<file path="config.mk">
export PLATFORM = sky130hd
export DESIGN_NAME = store_unit_flat
export DESIGN_NICKNAME = d
export VERILOG_FILES = /design/src/rtl/store_unit_pkg.sv /design/src/rtl/store_unit_if.sv /design/src/rtl/store_unit_lane.sv /design/src/rtl/store_unit.sv /design/src/flat_wrapper.sv
export SDC_FILE = /design/constraint.sdc
export NUM_CORES = 1
export LEC_CHECK = 0
export CAP_MARGIN = 20
export CORE_MARGIN = 3
export CORE_UTILIZATION = 44
export DETAILED_ROUTE_END_ITERATION = 10
export PLACE_DENSITY_LB_ADDON = 0.1
export SYNTH_ARGS = -nofsm -noshare
export SYNTH_HDL_FRONTEND = slang
export SYNTH_SLANG_ARGS = --single-unit
</file>
<file path="constraint.sdc">
create_clock -name clk -period 2.3 [get_ports clk]
set_clock_uncertainty 0.15 [all_clocks]
set_input_delay 0.46 -clock clk [delete_from_list [all_inputs] [get_ports clk]]
set_output_delay 0.46 -clock clk [all_outputs]
set_load 0.005 [all_outputs]
</file>
<file path="src/rtl/store_unit_pkg.sv">
// Shared types and helpers for the store unit: access-size encodings, FSM state codes,
// and alignment helpers used on the request path.
package store_unit_pkg;

    localparam logic [1:0] ST_SEL_BYTE = 2'd0;
    localparam logic [1:0] ST_SEL_HALF = 2'd1;
    localparam logic [1:0] ST_SEL_WORD = 2'd2;

    typedef enum logic [1:0] {
        StIdle,
        StWrite,
        StRdReq,
        StRdWait
    } state_e;

    // The reserved size code 2'b11 behaves exactly like a word store.
    function automatic logic [1:0] norm_size(input logic [1:0] size);
        return (size == ST_SEL_BYTE || size == ST_SEL_HALF) ? size : ST_SEL_WORD;
    endfunction

    function automatic logic is_misaligned(input logic [1:0] size, input logic [1:0] addr_lo);
        logic [1:0] sz;
        sz = norm_size(size);
        if (sz == ST_SEL_BYTE) begin
            return 1'b0;
        end else if (sz == ST_SEL_HALF) begin
            return addr_lo[0];
        end
        return |addr_lo;
    endfunction

endpackage

</file>
<file path="src/rtl/store_unit_if.sv">
// Request and data-memory port bundle of the store unit. The slave view belongs to the
// store unit; the master view is the MEM stage plus the memory it talks to.
interface store_unit_if;

    logic        req_valid;
    logic        req_ready;
    logic [31:0] req_addr;
    logic [31:0] req_data;
    logic [1:0]  req_size;

    logic        mem_valid;
    logic        mem_ready;
    logic        mem_we;
    logic [31:0] mem_addr;
    logic [31:0] mem_wdata;
    logic [3:0]  mem_be;
    logic [31:0] mem_rdata;
    logic        mem_rvalid;

    logic        done;
    logic        misalign;
    logic [31:0] bad_addr;

    modport slave (
        input  req_valid, req_addr, req_data, req_size, mem_ready, mem_rdata, mem_rvalid,
        output req_ready, mem_valid, mem_we, mem_addr, mem_wdata, mem_be, done, misalign,
        bad_addr
    );

    modport master (
        output req_valid, req_addr, req_data, req_size, mem_ready, mem_rdata, mem_rvalid,
        input  req_ready, mem_valid, mem_we, mem_addr, mem_wdata, mem_be, done, misalign,
        bad_addr
    );

endinterface

</file>
<file path="src/rtl/store_unit_lane.sv">
// Combinational lane placement: replicates store data across byte lanes, builds byte
// enables, and merges the selected lanes into an old word for read-modify-write.
module store_unit_lane
    import store_unit_pkg::*;
#(
    parameter bit BIG_ENDIAN = 1'b0
) (
    input  logic [1:0]  addr_lo_i,
    input  logic [1:0]  size_i,
    input  logic [31:0] data_i,
    input  logic [31:0] old_i,
    output logic [31:0] wdata_o,
    output logic [3:0]  be_o,
    output logic [31:0] merged_o
);

    logic [1:0]  lane;
    logic [31:0] mask;

    always_comb begin
        lane = BIG_ENDIAN ? (2'd3 - addr_lo_i) : addr_lo_i;
        wdata_o = data_i;
        be_o = 4'hf;
        unique case (norm_size(size_i))
            ST_SEL_BYTE: begin
                wdata_o = {4{data_i[7:0]}};
                be_o = 4'b0001 << lane;
            end
            ST_SEL_HALF: begin
                wdata_o = {2{data_i[15:0]}};
                be_o = lane[1] ? 4'b1100 : 4'b0011;
            end
            default: begin
                wdata_o = data_i;
                be_o = 4'hf;
            end
        endcase
        for (int i = 0; i < 4; i++) begin
            mask[8*i +: 8] = {8{be_o[i]}};
        end
        merged_o = (old_i & ~mask) | (wdata_o & mask);
    end

endmodule

</file>
<file path="src/rtl/store_unit.sv">
// Store unit: narrows register data onto byte lanes and drives a valid/ready memory port,
// falling back to read-modify-write for sub-word stores when memory lacks byte enables.
module store_unit
    import store_unit_pkg::*;
#(
    parameter bit USE_BE     = 1'b1,
    parameter bit BIG_ENDIAN = 1'b0
) (
    input  logic        clk,
    input  logic        rst,
    store_unit_if.slave bus
);

    state_e      state_q, state_d;
    logic [31:0] addr_q, addr_d;
    logic [31:0] data_q, data_d;
    logic [1:0]  size_q, size_d;
    logic        done_q, done_d;
    logic        misalign_q, misalign_d;
    logic [31:0] bad_addr_q, bad_addr_d;

    logic [31:0] lane_wdata;
    logic [3:0]  lane_be;
    logic [31:0] lane_merged;

    store_unit_lane #(
        .BIG_ENDIAN(BIG_ENDIAN)
    ) u_lane (
        .addr_lo_i(addr_q[1:0]),
        .size_i   (size_q),
        .data_i   (data_q),
        .old_i    (bus.mem_rdata),
        .wdata_o  (lane_wdata),
        .be_o     (lane_be),
        .merged_o (lane_merged)
    );

    always_ff @(posedge clk) begin
        if (rst) begin
            state_q    <= StIdle;
            addr_q     <= '0;
            data_q     <= '0;
            size_q     <= ST_SEL_BYTE;
            done_q     <= 1'b0;
            misalign_q <= 1'b0;
            bad_addr_q <= '0;
        end else begin
            state_q    <= state_d;
            addr_q     <= addr_d;
            data_q     <= data_d;
            size_q     <= size_d;
            done_q     <= done_d;
            misalign_q <= misalign_d;
            bad_addr_q <= bad_addr_d;
        end
    end

    always_comb begin
        state_d    = state_q;
        addr_d     = addr_q;
        data_d     = data_q;
        size_d     = size_q;
        done_d     = 1'b0;
        misalign_d = 1'b0;
        bad_addr_d = bad_addr_q;
        unique case (state_q)
            StIdle: begin
                if (bus.req_valid) begin
                    if (is_misaligned(bus.req_size, bus.req_addr[1:0])) begin
                        misalign_d = 1'b1;
                        bad_addr_d = bus.req_addr;
                    end else begin
                        addr_d = bus.req_addr;
                        data_d = bus.req_data;
                        size_d = norm_size(bus.req_size);
                        state_d = (USE_BE || norm_size(bus.req_size) == ST_SEL_WORD) ?
                                  StWrite : StRdReq;
                    end
                end
            end
            StWrite: begin
                if (bus.mem_ready) begin
                    done_d  = 1'b1;
                    state_d = StIdle;
                end
            end
            StRdReq: begin
                if (bus.mem_ready) begin
                    state_d = StRdWait;
                end
            end
            StRdWait: begin
                // Merged word becomes a plain word store, so WRITE needs no RMW special case.
                if (bus.mem_rvalid) begin
                    data_d  = lane_merged;
                    size_d  = ST_SEL_WORD;
                    state_d = StWrite;
                end
            end
            default: state_d = StIdle;
        endcase
    end

    always_comb begin
        bus.req_ready = (state_q == StIdle) && !rst;
        bus.mem_valid = (state_q == StWrite || state_q == StRdReq) && !rst;
        bus.mem_we    = bus.mem_valid && (state_q == StWrite);
        bus.mem_addr  = bus.mem_valid ? {addr_q[31:2], 2'b00} : 32'h0;
        bus.mem_wdata = bus.mem_we ? lane_wdata : 32'h0;
        bus.mem_be    = 4'h0;
        if (bus.mem_valid) begin
            bus.mem_be = bus.mem_we ? lane_be : 4'hf;
        end
        bus.done      = done_q;
        bus.misalign  = misalign_q;
        bus.bad_addr  = bad_addr_q;
    end

endmodule
</file>
<file path="src/flat_wrapper.sv">
// flat-port wrapper written by rule: the top's interface ports become plain ports
module store_unit_flat import store_unit_pkg::*;
#(
    parameter bit USE_BE     = 1'b1,
    parameter bit BIG_ENDIAN = 1'b0
)
  (clk, rst, bus_req_valid, bus_req_addr, bus_req_data, bus_req_size, bus_mem_ready, bus_mem_rdata, bus_mem_rvalid, bus_req_ready, bus_mem_valid, bus_mem_we, bus_mem_addr, bus_mem_wdata, bus_mem_be, bus_done, bus_misalign, bus_bad_addr);
  store_unit_if bus_i ();
  input  logic clk;
  input  logic rst;
  input wire logic [$bits(bus_i.req_valid)-1:0] bus_req_valid;
  input wire logic [$bits(bus_i.req_addr)-1:0] bus_req_addr;
  input wire logic [$bits(bus_i.req_data)-1:0] bus_req_data;
  input wire logic [$bits(bus_i.req_size)-1:0] bus_req_size;
  input wire logic [$bits(bus_i.mem_ready)-1:0] bus_mem_ready;
  input wire logic [$bits(bus_i.mem_rdata)-1:0] bus_mem_rdata;
  input wire logic [$bits(bus_i.mem_rvalid)-1:0] bus_mem_rvalid;
  output wire logic [$bits(bus_i.req_ready)-1:0] bus_req_ready;
  output wire logic [$bits(bus_i.mem_valid)-1:0] bus_mem_valid;
  output wire logic [$bits(bus_i.mem_we)-1:0] bus_mem_we;
  output wire logic [$bits(bus_i.mem_addr)-1:0] bus_mem_addr;
  output wire logic [$bits(bus_i.mem_wdata)-1:0] bus_mem_wdata;
  output wire logic [$bits(bus_i.mem_be)-1:0] bus_mem_be;
  output wire logic [$bits(bus_i.done)-1:0] bus_done;
  output wire logic [$bits(bus_i.misalign)-1:0] bus_misalign;
  output wire logic [$bits(bus_i.bad_addr)-1:0] bus_bad_addr;
  assign bus_i.req_valid = bus_req_valid;
  assign bus_i.req_addr = bus_req_addr;
  assign bus_i.req_data = bus_req_data;
  assign bus_i.req_size = bus_req_size;
  assign bus_i.mem_ready = bus_mem_ready;
  assign bus_i.mem_rdata = bus_mem_rdata;
  assign bus_i.mem_rvalid = bus_mem_rvalid;
  assign bus_req_ready = bus_i.req_ready;
  assign bus_mem_valid = bus_i.mem_valid;
  assign bus_mem_we = bus_i.mem_we;
  assign bus_mem_addr = bus_i.mem_addr;
  assign bus_mem_wdata = bus_i.mem_wdata;
  assign bus_mem_be = bus_i.mem_be;
  assign bus_done = bus_i.done;
  assign bus_misalign = bus_i.misalign;
  assign bus_bad_addr = bus_i.bad_addr;
  store_unit #(.USE_BE(USE_BE), .BIG_ENDIAN(BIG_ENDIAN)) u_core (.clk(clk), .rst(rst), .bus(bus_i));
endmodule
</file>
# After elaboration in Yosys (flattened, before gate mapping)
# Cells that the tools add are included.
# classes
addsub,0
mul,0
div,0
magnitude_cmp,0
n_eq_ne,12
shifts,1
muxes,34
bitwise,8
n_reduce_logical,20
# op_table
operator,count
two-way mux 32 bit,5
case mux 32 bit (2 select lines),2
bitwise AND 32 bit,2
inverter 32 bit,1
OR 32 bit,1
two-way mux 2 bit,10
two-way mux 4 bit,3
two-way mux 1 bit,11
== test 2 x 1 -> 1 bit (second input constant),5
logical NOT 2 bit,5
inequality test 2 bit (second input constant),5
case mux 2 bit (4 select lines),1
case mux 4 bit (2 select lines),1
AND reduction 3 bit,2
AND reduction 5 bit,1
== test 2 bit (second input constant),2
inverter 1 bit,4
case mux 2 bit (2 select lines),1
AND reduction 4 bit,1
OR reduction 2 bit,2
left shift 1 x 2 -> 4 bit (first input constant),1
logical AND 1 bit,3
logical OR 1 bit,3
OR reduction 3 bit,1
2 further kinds,2
# word_totals
regBits,102
latch_bits,0
mem_bits_rw,0
rom_bits,0
in_bits,103
out_inout_bits,105
mem_count,0

# Depth between registers and ports, before layout
# depth
depth_word,14
mapped_depth,9
ltp_nobuf,6

# Cells and area by module
# From an unflattened synthesis, not the netlist that was laid out.
# hier_totals
hier_cells,651
hier_area_um2,5710.5
# modules_own_cells
module,n_inst,cells_per_inst,area_each_um2,seq_area_each_um2
store_unit,1,553,4662.0,2042.0
store_unit_lane,1,98,1048.5,0.0

# Least setup slack after synthesis
# No wires, ideal clock.
# synth_timing
kind,input to output
start,input port rst
end,output port bus_mem_addr[12]
arrival_time_ns,1.555
setup_slack_ns,0.135
cell_stages,7
cell_sequence,buf_2 -> inv_1 -> nand2_1 -> inv_1 -> clkbuf_1 -> clkbuf_1 -> and2_1
# synth_between
elab_chain_cells,3
# synth_lines
item,line,text
start: declaration,flat_wrapper.sv:10,input logic rst;
logical NOT 1 bit,store_unit.sv:106,bus.mem_valid = (state_q == StWrite || state_q == StRdReq) && !rst;
logical AND 1 bit,store_unit.sv:106,
two-way mux 32 bit,store_unit.sv:108,"bus.mem_addr = bus.mem_valid ? {addr_q[31:2], 2'b00} : 32'h0;"
end: declaration,flat_wrapper.sv:21,output wire logic [$bits(bus_i.mem_addr)-1:0] bus_mem_addr;
# No other way between the ends.

# Worst setup path after layout
# layout_timing
start,register u_core.state_q[1]
end,output port bus_mem_wdata[26]
# layout_between
elab_chain_cells,5
word_cells_on_any_way,6
cone_classes,2 x eq/ne; 1 x mux; 3 x reduce/logical
# layout_lines
item,line,text
start: declaration,store_unit.sv:14,"state_e state_q, state_d;"
start signal: assignment,store_unit.sv:40,state_q <= StIdle;
start signal: assignment,store_unit.sv:48,state_q <= state_d;
== test 2 x 1 -> 1 bit / == test 2 bit (equally long branches),"store_unit.sv:106, store_unit.sv:107",
logical OR 1 bit,store_unit.sv:106,
logical AND 1 bit,store_unit.sv:106,
logical AND 1 bit (*),store_unit.sv:107,bus.mem_we = bus.mem_valid && (state_q == StWrite);
two-way mux 32 bit (*),store_unit.sv:109,bus.mem_wdata = bus.mem_we ? lane_wdata : 32'h0;
end: declaration,flat_wrapper.sv:22,output wire logic [$bits(bus_i.mem_wdata)-1:0] bus_mem_wdata;
# Mark *: on every way between the ends. The rest lies on a longest branch, timed or not.

==> impl_metrics.ini <==
[outcome]
status = finished, violations left
violations = setup timing

[floorplan]
initial_core_util_pct = 45.7
rows = 39
die_height_um = 116
core-area_sq_mm = 0.0116
dieArea_sq_mm = 0.0134
pin_count = 208
die_x_um = 116

[global_route]
gr-usage-all-layers_pct = 28.8
grt_pass1_vias = 5907
antenna_found_initial = 0
grt_pass1_wl_mm = 30.3
grt_max_degree = 44
overflow = 0

[sta]
finalSetupTns_ps = -2450
hold_viol = 0
finalCritPeriodShare_pct = 105
setup_ws_ps = -119
maxClockFrequency_ghz = 0.413
setup_violations = 44
rsz0062_at_grt = yes
slew_viol_final = 0
tightest_slew_ps = 658
relSlewSlack_pct = 56.0
fin_crit_ps = 2420

[logic_synthesis]
synth.most_common_cell = nand2_1
synth-edff-count = 0
synthFlopType = dfxtp_1
yosys_register_bits = 102
synth.distinct_cells = 44
syn_inst = 680
yosys-top-cells-area = dfxtp_1, nand2_1, a21oi_1
syn-cell-area_sq_mm = 0.00528
yosys_warnings = 0
avgSynthCellArea_sq_um = 7.77
seq_area_frac_synth_pct = 38.6
synthArstFlopShare_pct = 0
ys_top_cells_by_count = nand2_1, dfxtp_1, a21oi_1
synth_top_area_cell = dfxtp_1
yosysTopAreaCellShare_pct = 38.6

[layout]
syn2layout_area_growth_pct = 60.9
drive_gt1_share_pct = 26.0
nets = 1025
nFillCells = 913
antenna_cells = 0
design_area_sq_mm = 0.00850

[critical_path]
critPathRequiredTime_ps = 1690
critical_path_buf_inv_count = 5
critPathSlowestCell = dfxtp_2
cp_slowest_stage_delay_ps = 340
cp_top_family = buffers and inverters
cp_max_fo = 7
endpoint_kind = output pin
crit_chain = inv_2, ha_4, nand2_2, inv_2, nand2_2, buf_12, buf_8, a211oi_2, buf_2
arrival_ps = 1810
critical_path_class = reg -> out
start_kind = register

[placed_design]
place.gp.congestion = 0.995
placed_cell_area_sq_mm = 0.00782
io_buffer_count = 205
preCtsSetupSlack_ps = -196
dp_hpwl_mm = 13.7

[detailed_routing]
vias_per_cell = 5.64
routed_wl_mm = 19.7
drt_pass1_iterations = 6
drt_iter0_markers = 546
post-route-drc-count = 0
avgRoutedWirePerCell_um = 18.5
drtAntennaViolNets = 0
vias = 5992

[cts]
cts_max_path_buffers = 2
cts_made_buffers = 9
ctsHoldBuffers = 0
cts_htree_levels = 3
cts_sinks = 102
clk_pin_slew_ps = 70
cts_tree = built
root_buffer = clkbuf_16
clock_latency_ps = 350

[job]
max_cap_viol_count = 0

[power_and_ir_drop]
power_density_mw_per_mm2 = 598
ir_drop_uv = 561
leakagePower_nw = 3.47

[worst_hold_path]
hold_class = reg -> reg
-- path summary, 6_finish.rpt --
check / start / end / slack, ps / depth (start not counted)
worst min register to register: u_core.bus.bad_addr[26]$_SDFFE_PP0P_ / u_core.bus.bad_addr[26]$_SDFFE_PP0P_ / 300 / 2
worst max register to register: u_core.state_q[1]$_SDFFE_PP0P_ / u_core.data_q[25]$_SDFFE_PP0P_ / 90 / 8
worst max-delay path: u_core.state_q[1]$_SDFFE_PP0P_ / bus_mem_wdata[26] / -120 / 9
worst min-delay path: u_core.bus.bad_addr[26]$_SDFFE_PP0P_ / u_core.bus.bad_addr[26]$_SDFFE_PP0P_ / 300 / 2
-- stage by stage --
step / power (W) / utilization [%] / cells / hold WS [ps]
global route: 0.00530 / 73.5 / 1063 / 323
detailed placement: 0.00347 / 67.6 / 1035 / 292
global placement: 0.00344 / 67.6 / 1035 / 288
floorplan: 0.00274 / - / 681 / 282
finish: 0.00508 / 73.5 / 1063 / 304
CTS: 0.00506 / 72.4 / 1063 / 303
-- cell type report --
cell class	instances	area, sq um	share of cell area (%)
clock buffer	9	225	2.65
timing repair buffer	281	2700	31.8
clock inverter	6	53.8	0.633
tap	143	179	2.11
inverter	9	38.8	0.456
sequential	102	2050	24.1
multi-input combinational	513	3250	38.3
-- metal layers --
layer	global-route usage [%]	wire length, um	up-vias
met5	0	0	-
met4	10.0	548	0
met3	8.83	1800	48
met2	51.0	9930	288
met1	32.9	7410	2822
li1	-	-	2834
-- tightest hold or removal path: stages, from the launching register on --
cell and delay, ps:
dfxtp_1 310, nand2_1 50, a21oi_1 50
-- repair_timing --
action / CTS / global route
pin swaps: 31 / 13
setup endpoints to repair: 69 / 68
gates cloned: 4 / 0
gates resized for setup: 365 / 46
setup buffers: 9 / 3
-- sequential cells by signal (all words and copies together), names as in the netlist, named ones only --
register and cells:
u_core.addr_q 32, u_core.data_q 24, u_core.bus.done 1, u_core.bus.misalign 1
u_core.state_q 2, u_core.size_q 2, u_core.bus.bad_addr 32
-- cells by family after synthesis --
| group | count (synthesis) | share of synthesized area, % |
|---|---|---|
| compound gates | 195 | 24.2 |
| fa+ha+maj | 6 | 1.42 |
| buf+inv | 66 | 5.35 |
| flops | 102 | 38.6 |
| mux | 33 | 6.25 |
| other cells | 1 | 0.0710 |
| simple gates | 277 | 24.0 |
-- power by group --
part           switching (W)  internal, W  total [W]
clock               0.000725     0.000748    0.00147
sequential          0.000137      0.00194    0.00207
combinational       0.000784     0.000749    0.00153
-- cell usage in the layout (no fill, tap or decap), drive strengths merged, types with 3 or more instances in the layout --
cell type and instances:
nor2b 10, ha 6, dfxtp 102, and2 38
clkinv 3, clkdlybuf4s50 135, a221o 8, nand2 150
o22a 8, a21oi 79, inv 11, and3 9
mux2i 33, clkbuf 11, o21ai 22, o22ai 9
o32a 8, o2bb2ai 16, a211oi 19, a31oi 18
nor2 50, or3b 9, buf 142
Note: power is estimated with default switching activity, not from simulation.
